==> config.mk <==
export PLATFORM = sky130hd
export DESIGN_NAME = reg_read_arbiter
export DESIGN_NICKNAME = d
export VERILOG_FILES = /design/src/rtl/reg_read_arbiter.sv
export SDC_FILE = /design/constraint.sdc
export NUM_CORES = 1
export LEC_CHECK = 0
export CAP_MARGIN = 20
export CORE_ASPECT_RATIO = 0.5
export CORE_MARGIN = 5
export CORE_UTILIZATION = 48
export CTS_CLUSTER_SIZE = 25
export DETAILED_ROUTE_END_ITERATION = 8
export PLACE_DENSITY = 0.94
export SYNTH_ARGS = -nofsm -noshare
export SYNTH_HDL_FRONTEND = slang
export SYNTH_SLANG_ARGS = --single-unit
==> constraint.sdc <==
create_clock -name clk -period 4.5 [get_ports clk]
set_clock_uncertainty 0.1 [all_clocks]
set_input_delay 1.125 -clock clk [delete_from_list [all_inputs] [get_ports clk]]
set_output_delay 1.125 -clock clk [all_outputs]
set_load 0.05 [all_outputs]
==> src/rtl/reg_read_arbiter.sv <==
// reg_read_arbiter
//   Shares one register-read multiplexer between two requesters (A: Avalon
//   side, B: ISA host decoder). A granted read drives the mux address/enable
//   for WAIT_CYCLES cycles, captures the mux output and returns it to the
//   winner together with a one-cycle ack. Round-robin arbitration on
//   contention; A wins the first contention after reset.
//
// Ports:
//   clk, reset           clock, synchronous active-high reset
//   reqA/addrA           requester A request (held until ackA) and address
//   ackA/dataA           A completion pulse and last data returned to A
//   reqB/addrB           requester B request (held until ackB) and address
//   ackB/dataB           B completion pulse and last data returned to B
//   muxAddress/muxEn     mux select and enable (enable only for mapped codes)
//   muxData              mux output
//   busy                 high whenever the sequencer is not idle
//
// WAIT_CYCLES is legal in 1..15.
module reg_read_arbiter #(
  parameter int         WIDTH       = 32,
  parameter int         WAIT_CYCLES = 1,
  parameter logic [2:0] ADDR_REG1   = 3'b001,
  parameter logic [2:0] ADDR_REG2   = 3'b100
) (
  input  logic             clk,
  input  logic             reset,
  input  logic             reqA,
  input  logic [2:0]       addrA,
  output logic             ackA,
  output logic [WIDTH-1:0] dataA,
  input  logic             reqB,
  input  logic [2:0]       addrB,
  output logic             ackB,
  output logic [WIDTH-1:0] dataB,
  output logic [2:0]       muxAddress,
  output logic             muxEn,
  input  logic [WIDTH-1:0] muxData,
  output logic             busy
);

  typedef enum logic [1:0] {
    IDLE  = 2'd0,
    SETUP = 2'd1,
    DONE  = 2'd2
  } state_t;

  state_t     state;
  logic [3:0] count;
  logic [2:0] cur_addr;
  logic       cur_sel;     // 0 = A, 1 = B
  logic       last_grant;  // 0 = A, 1 = B

  logic       grant_b;
  logic [2:0] grant_addr;
  logic       grant_mapped;
  logic       cur_mapped;

  // B wins when it is the only requester, or when both request and A was
  // the last one served.
  always_comb begin
    grant_b      = reqB && (!reqA || !last_grant);
    grant_addr   = grant_b ? addrB : addrA;
    grant_mapped = (grant_addr == ADDR_REG1) || (grant_addr == ADDR_REG2);
    cur_mapped   = (cur_addr == ADDR_REG1) || (cur_addr == ADDR_REG2);
  end

  always_ff @(posedge clk) begin
    if (reset) begin
      state      <= IDLE;
      count      <= 4'd0;
      cur_addr   <= 3'b000;
      cur_sel    <= 1'b0;
      last_grant <= 1'b1;
      muxEn      <= 1'b0;
      muxAddress <= 3'b000;
      ackA       <= 1'b0;
      ackB       <= 1'b0;
      dataA      <= '0;
      dataB      <= '0;
      busy       <= 1'b0;
    end else begin
      case (state)
        IDLE: begin
          ackA <= 1'b0;
          ackB <= 1'b0;
          if (reqA || reqB) begin
            cur_sel    <= grant_b;
            last_grant <= grant_b;
            cur_addr   <= grant_addr;
            // Mux select/enable are registered here so they are already
            // valid during the first SETUP cycle.
            muxAddress <= grant_addr;
            muxEn      <= grant_mapped;
            count      <= 4'(WAIT_CYCLES - 1);
            busy       <= 1'b1;
            state      <= SETUP;
          end
        end

        SETUP: begin
          if (count == 4'd0) begin
            // Unmapped addresses never enable the mux, so return zeros
            // rather than whatever is floating on muxData.
            if (cur_sel) begin
              dataB <= cur_mapped ? muxData : '0;
              ackB  <= 1'b1;
            end else begin
              dataA <= cur_mapped ? muxData : '0;
              ackA  <= 1'b1;
            end
            muxEn      <= 1'b0;
            muxAddress <= 3'b000;
            state      <= DONE;
          end else begin
            count <= count - 4'd1;
          end
        end

        DONE: begin
          ackA  <= 1'b0;
          ackB  <= 1'b0;
          busy  <= 1'b0;
          state <= IDLE;
        end

        default: begin
          muxEn      <= 1'b0;
          muxAddress <= 3'b000;
          ackA       <= 1'b0;
          ackB       <= 1'b0;
          busy       <= 1'b0;
          state      <= IDLE;
        end
      endcase
    end
  end

endmodule

==> results.md, run 1 <==
* Non-Filler Instances at roughly 530
* Final Hold Fails at 0
* FF-to-FF path depth at 7
* GPL Wtd Cong at roughly 0.8
* Vias after detailed routing at around 2.8k
* MaxCap Viol Count at 0
* Initial antenna violation count at 0
* Die footprint at around 0.0084 mm²
* Crit path max fanout at 2
* First-pass GRT wire length at about 13 mm
* TritonCTS clock tree: done
* Final Setup Violations at 0
* Detailed Route Iter0 Violations at 217
* Final period util at between 60% and 70%
* Largest net degree at the start of global routing at 79
* Root buffer cell: clkbuf_16
* Buffers plus inverters on the worst setup path at 1
* Number of diodes at 0
* Floorplan row count at 20
* Unique masters post-synth at 33
* Global route overflow at 0
* CTS hold repair buffers at 0
* Most common cell after layout, fill and taps aside: clkdlybuf4s50_1
* R2R setup slack at ~2.2 ns
* Commonest cells after routing, fill and taps aside: clkdlybuf4s50_1 (111), dfxtp_1 (82), nand3b_1 (64)
* Hold Startpoint: muxEn
* Dominant cells by area after synthesis: dfxtp_1 (52%), nand3b_1 (15%), o21ai_0 (5.8%)
* Area of the multi-input gates at approximately 0.0014 mm²
* WHS Path Cells at 2
* Mapped cell area at about 0.0032 mm²
* Setup TNS at 0 ns
* First-pass iteration count of the detailed router at 5
* DRT Wirelength at 8.28 mm
* Clk_lat worst skew at 0.33 ns
* I/O Buffers at between 100 and 150
* Sequential element share of the synthesized area at between 50% and 60%
* Worst-path clk slew at about 0.060 ns
* Placed cell count at 516
* Final routed DRC violation total at 0
* RSZ-0062 raised after global routing: no
* Detailed Place HPWL at 5.50 mm
* Worst-Margin Slew at 1.01 ns
* Core Area at approximately 0.0062 mm²
* Max stage delay cell, worst path: clkdlybuf4s50_1
* DRT antenna net count at 0
* NumNets Final at between 400 and 500
* CP Class: reg2out
* Syn Nets at about 380
* I/O pins at approximately 110
* RR Endpoint: dataA[12]
* Syn_area_per_cell at around 9.4 µm²
* Worst Path Arrival at between 1.5 and 2 ns
* Post-CTS Resized at 0
* Slowest stage delay, CP at ~0.86 ns
* Slew Limit Headroom at about a third
* Clock sink total at 82
* Initial Util at between 50 and 60%
* CP delay by family, top: buffers and inverters
* Min cycle time layout at around 2.8 ns
* Outcome: finished clean
* CP Cell Sequence: clkdlybuf4s50_1
* Die width at approximately 130 µm
* Pwr Density at 370 mW/mm²
* Lkg Pwr at 0.00158 µW
* Share of cells above drive strength 1 at about 7.7%
* Kind of end point of the critical path: output pin
* Layout fillers at 420
* Yosys reg bits at just over 80
* Crit Reg-Reg Startpoint: count[0]
* Worst vdd ir at roughly 0.21 mV
* Worst setup path start: dataA[1]
* Routed WL per cell at about 16 µm
* Fmax at about 0.36 GHz
* Post-synthesis cell count at around 340
* Post-CTS Setup Bufs at 0
* Max H-tree Level at 3
* Vias in the first global route at 2663
* Chip height at 67.5 µm
* Critical path data required time at approximately 3.3 ns
* Area leader, netlist: dfxtp_1
* Vias/cell at 5.23
* Num CTS Buffers at 9
* P&R area growth vs syn at 44.5%
* Synth warnings at 0
* Clock Tree Buf Depth at 2
* Hold Crit Class: reg2reg
* CP Launch Type: flop
* Synth top area share at between 50 and 60%
* Hold endpoint: muxEn
* Fin. max-slew vios at 0
* Reg area at 0.00164 mm²
* Gr usage total at ~19%
[cell usage after synthesis]
cell / instances
buf_2: 1
o32ai_1: 1
a21boi_1: 1
nor2b_1: 1
ha_1: 2
nand2b_1: 3
dfxtp_1: 82
nand2_1: 39
xnor2_1: 3
nor2_1: 14
mux2i_1: 3
nor3_1: 6
o21ai_1: 23
or3b_1: 1
nor3b_1: 1
a31oi_1: 1
o21ba_2: 2
a22oi_1: 1
buf_6: 7
a21oi_1: 4
nand3b_1: 64
xor2_1: 2
nand3_1: 3
clkbuf_1: 18
or3b_2: 1
and3_1: 1
inv_1: 2
a211o_1: 1
o21ai_0: 37
o21ai_2: 9
or3_1: 1
a211oi_1: 3
o21a_1: 1
[registers in the layout (all words and copies together), names as in the netlist, 2 cells and up]
register    flops
dataA          32
dataB          32
count           4
cur_addr        3
muxAddress      3
state           2
[how the worst max path moves through the flow]
stage                      to  slack [ns]  cells after the start
floorplan           dataB[18]        2.34                      4
global route         dataA[1]        1.68                      1
CTS                 dataB[30]        1.65                      6
finish               dataA[1]        1.74                      1
detailed placement   dataB[9]        1.57                      5
global placement     dataB[8]        1.65                      5
[power breakdown]
part | internal (µW) | switching (µW)
clock | 397 | 267
combinational | 103 | 161
sequential | 752 | 16.8
[stage by stage]
step                utilization [%]  power, µW  worst slack [ns]  hold slack, ns  cell area (µm²)
CTS                            73.3       1710              1.65           0.365             4570
global route                   73.6       1760              1.68           0.395             4590
finish                         73.6       1700              1.74           0.362             4590
detailed placement             68.9       1040              1.57           0.350             4300
global placement               68.6       1040              1.65           0.350             4280
floorplan                         -        952              2.34           0.359             3170
[cell type report]
type,instances,share of cell area (%)
flip-flops and latches,82,35.8
multi-input cells,229,30.2
repair buffers,116,25.5
clock buffers,12,5.59
well taps,88,2.40
clock inverters,3,0.327
inverters,2,0.164
[logic make-up (layout without fill, tap and decap cells)]
family | after synthesis | in the layout | share of synthesized area [%]
AND/OR/NAND/NOR | 135 | 135 | 24.8
buffers and inverters | 28 | 133 | 5.01
flip-flops | 82 | 82 | 51.7
multiplexers | 3 | 3 | 0.946
adder cells (fa/ha/maj) | 2 | 2 | 0.788
XOR/XNOR | 5 | 5 | 1.38
AO/OA/AOI/OAI | 84 | 84 | 15.4
[layer usage]
| layer | global-route usage (%) | share of wire (%) | vias to the layer above | wire (µm) |
|---|---|---|---|---|
| met5 | 0 | 0 | - | 0 |
| met4 | 5.14 | 1.8 | 0 | 151 |
| met3 | 8.06 | 5.5 | 14 | 453 |
| met2 | 35.3 | 51 | 79 | 4230 |
| met1 | 21.0 | 42 | 1301 | 3440 |
| li1 | - | - | 1389 | - |
(Power assumes the default switching activity.)
==> run 2, diff against run 1 <==
--- a/config.mk
+++ b/config.mk
@@ -8,10 +8,10 @@
 export CAP_MARGIN = 20
 export CORE_ASPECT_RATIO = 0.5
 export CORE_MARGIN = 5
-export CORE_UTILIZATION = 48
+export CORE_UTILIZATION = 44
 export CTS_CLUSTER_SIZE = 25
 export DETAILED_ROUTE_END_ITERATION = 8
-export PLACE_DENSITY = 0.94
+export PLACE_DENSITY = 0.88
 export SYNTH_ARGS = -nofsm -noshare
 export SYNTH_HDL_FRONTEND = slang
 export SYNTH_SLANG_ARGS = --single-unit
==> constraint.sdc (replaced) <==
create_clock -name clk -period 2.9 [get_ports clk]
set_clock_uncertainty 0.1 [all_clocks]
set_input_delay 0.725 -clock clk [delete_from_list [all_inputs] [get_ports clk]]
set_output_delay 0.725 -clock clk [all_outputs]
set_load 0.05 [all_outputs]
==> run 2 against run 1 <==
Against the previous run:
- sequential power rose by 55%
- total power rose by 61%
- clock-buffer cell count fell by 1
- combinational power rose by 54%
- clock power rose by 70%
- sequential share of layout area fell by 0.20 points
==> results.md, run 2 (synthesis results as in run 1) <==
* Outcome: finished clean
* Number of diodes at 0
* Floorplan row count at 21
* Kind of end point of the critical path: output pin
* Min cycle time layout at 2.34 ns
* Most common cell after layout, fill and taps aside: clkdlybuf4s50_1
* Setup TNS at 0 ns
* Detailed Place HPWL at between 5 and 6 mm
* DRT antenna net count at 0
* Clock sink total at 82
* Slowest stage delay, CP at between 0.8 and 0.9 ns
* MaxCap Viol Count at 0
* Fin. max-slew vios at 0
* Clk_lat worst skew at between 0.3 and 0.4 ns
* Slew Limit Headroom at between 50 and 60%
* Pwr Density at 592 mW/mm²
* First-pass GRT wire length at 13.2 mm
* CP Class: reg2out
* DP Area at about 0.0043 mm²
* Largest net degree at the start of global routing at 65
* I/O pins at approximately 110
* NumNets Final at 484
* Final Hold Fails at 0
* Uppermost layer routed: met4
* Initial antenna violation count at 0
* Share of cells above drive strength 1 at around 8.1%
* Worst-Margin Slew at roughly 0.62 ns
* Routed WL per cell at roughly 15 µm
* Met1 wire length at roughly 3.4 mm
* Detailed Route Iter0 Violations at between 100 and 150
* CTS hold repair buffers at 0
* Max stage delay cell, worst path: clkdlybuf4s50_1
* P&R area growth vs syn at 45.3%
* Die footprint at between 0.009 and 0.01 mm²
* Worst Path Arrival at 1.51 ns
* Met3 wire len at 351 µm
* Critical path data required time at around 2.1 ns
* Post-CTS Resized at 0
* Clock Tree Buf Depth at 2
* Post-CTS Setup Bufs at 0
* Worst vdd ir at between 0.3 and 0.4 mV
* Global route overflow at 0
* Commonest cells after routing, fill and taps aside: clkdlybuf4s50_1 (111), dfxtp_1 (82), nand3b_1 (64)
* Met2 WL at roughly 4.1 mm
* First-pass iteration count of the detailed router at 4
* I/O Buffers at about 110
* CP Launch Type: flop
* Final routed DRC violation total at 0
* Root buffer cell: clkbuf_16
* Core Area at a little under 0.007 mm²
* Final period util at roughly four fifths
* Design area at ~0.0046 mm²
* Max H-tree Level at 3
* Layout fillers at around 540
* Reg area at 0.00164 mm²
* RSZ-0062 raised after global routing: no
* Num CTS Buffers at 9
* Final Setup Violations at 0
* Vias in the first global route at 2725
* TritonCTS clock tree: done
* Die width at 130 µm
* Chip height at between 70 and 80 µm
* CP Cell Sequence: clkdlybuf4s50_1
* CP delay by family, top: buffers and inverters
* Crit path max fanout at 2
* Vias/cell at between 5 and 6
* Vias after detailed routing at ~2.8k
* Worst-path clk slew at ~0.06 ns
* Fmax at around 0.43 GHz
* GPL Wtd Cong at 0.810
* Hold Crit Class: reg2reg
* Top flop regs: dataA x32, dataB x32, count x4
* Lkg Pwr at 0.00158 µW
* Area of the multi-input gates at 0.00139 mm²
* Buffers plus inverters on the worst setup path at 1
* DRT Wirelength at 8.05 mm
* Initial Util at 46.3%
* Gr usage total at between 10% and 20%
-- run 2: changes by cell type in the layout (fill, tap and decap cells not counted), sizes merged --
cell,previous run,this run
clkinvlp,0,1
clkbuf,12,11
bufinv,0,1
-- run 2: report_power, final --
part           switching [µW]  total, µW  leakage [µW]  internal, µW
combinational             247        405      0.000769           158
sequential               24.8       1190      0.000664          1170
clock                     425       1130      0.000151           708
-- run 2: stage by stage --
| stage | total power (µW) | cells | hold slack, ns | setup slack (ns) | utilization, % |
|---|---|---|---|---|---|
| after floorplan | 1480 | 339 | 0.359 | 0.972 | - |
| after global placement | 1620 | 521 | 0.348 | 0.509 | 62.8 |
| after detailed placement | 1620 | 521 | 0.361 | 0.469 | 62.8 |
| after CTS | 2760 | 537 | 0.377 | 0.548 | 67.3 |
| after global routing | 2850 | 537 | 0.401 | 0.491 | 67.3 |
| final | 2730 | 537 | 0.373 | 0.562 | 67.3 |
-- run 2: area by class of cell --
class	instances	area share [%]
Sequential cell	82	35.6
Tap cell	92	2.50
Clock inverter	5	1.14
Clock buffer	11	5.48
Timing Repair Buffer	116	25.1
Inverter	2	0.163
Multi-Input combinational cell	229	30.0
-- run 2: worst paths after layout --
path / slack [ns] / from / end / cells past startpoint
setup reg to reg: 0.61 / count[0] / dataA[15] / 7
hold / removal: 0.37 / busy / busy / 2
setup / recovery: 0.56 / dataA[7] / dataA[7] / 1
hold reg to reg: 0.37 / busy / busy / 2
-- run 2: metal layers --
layer	GRT usage, %	vias up
met5	0	-
met2	31.0	66
met1	20.5	1285
li1	-	1388
met3	4.27	22
met4	9.56	0
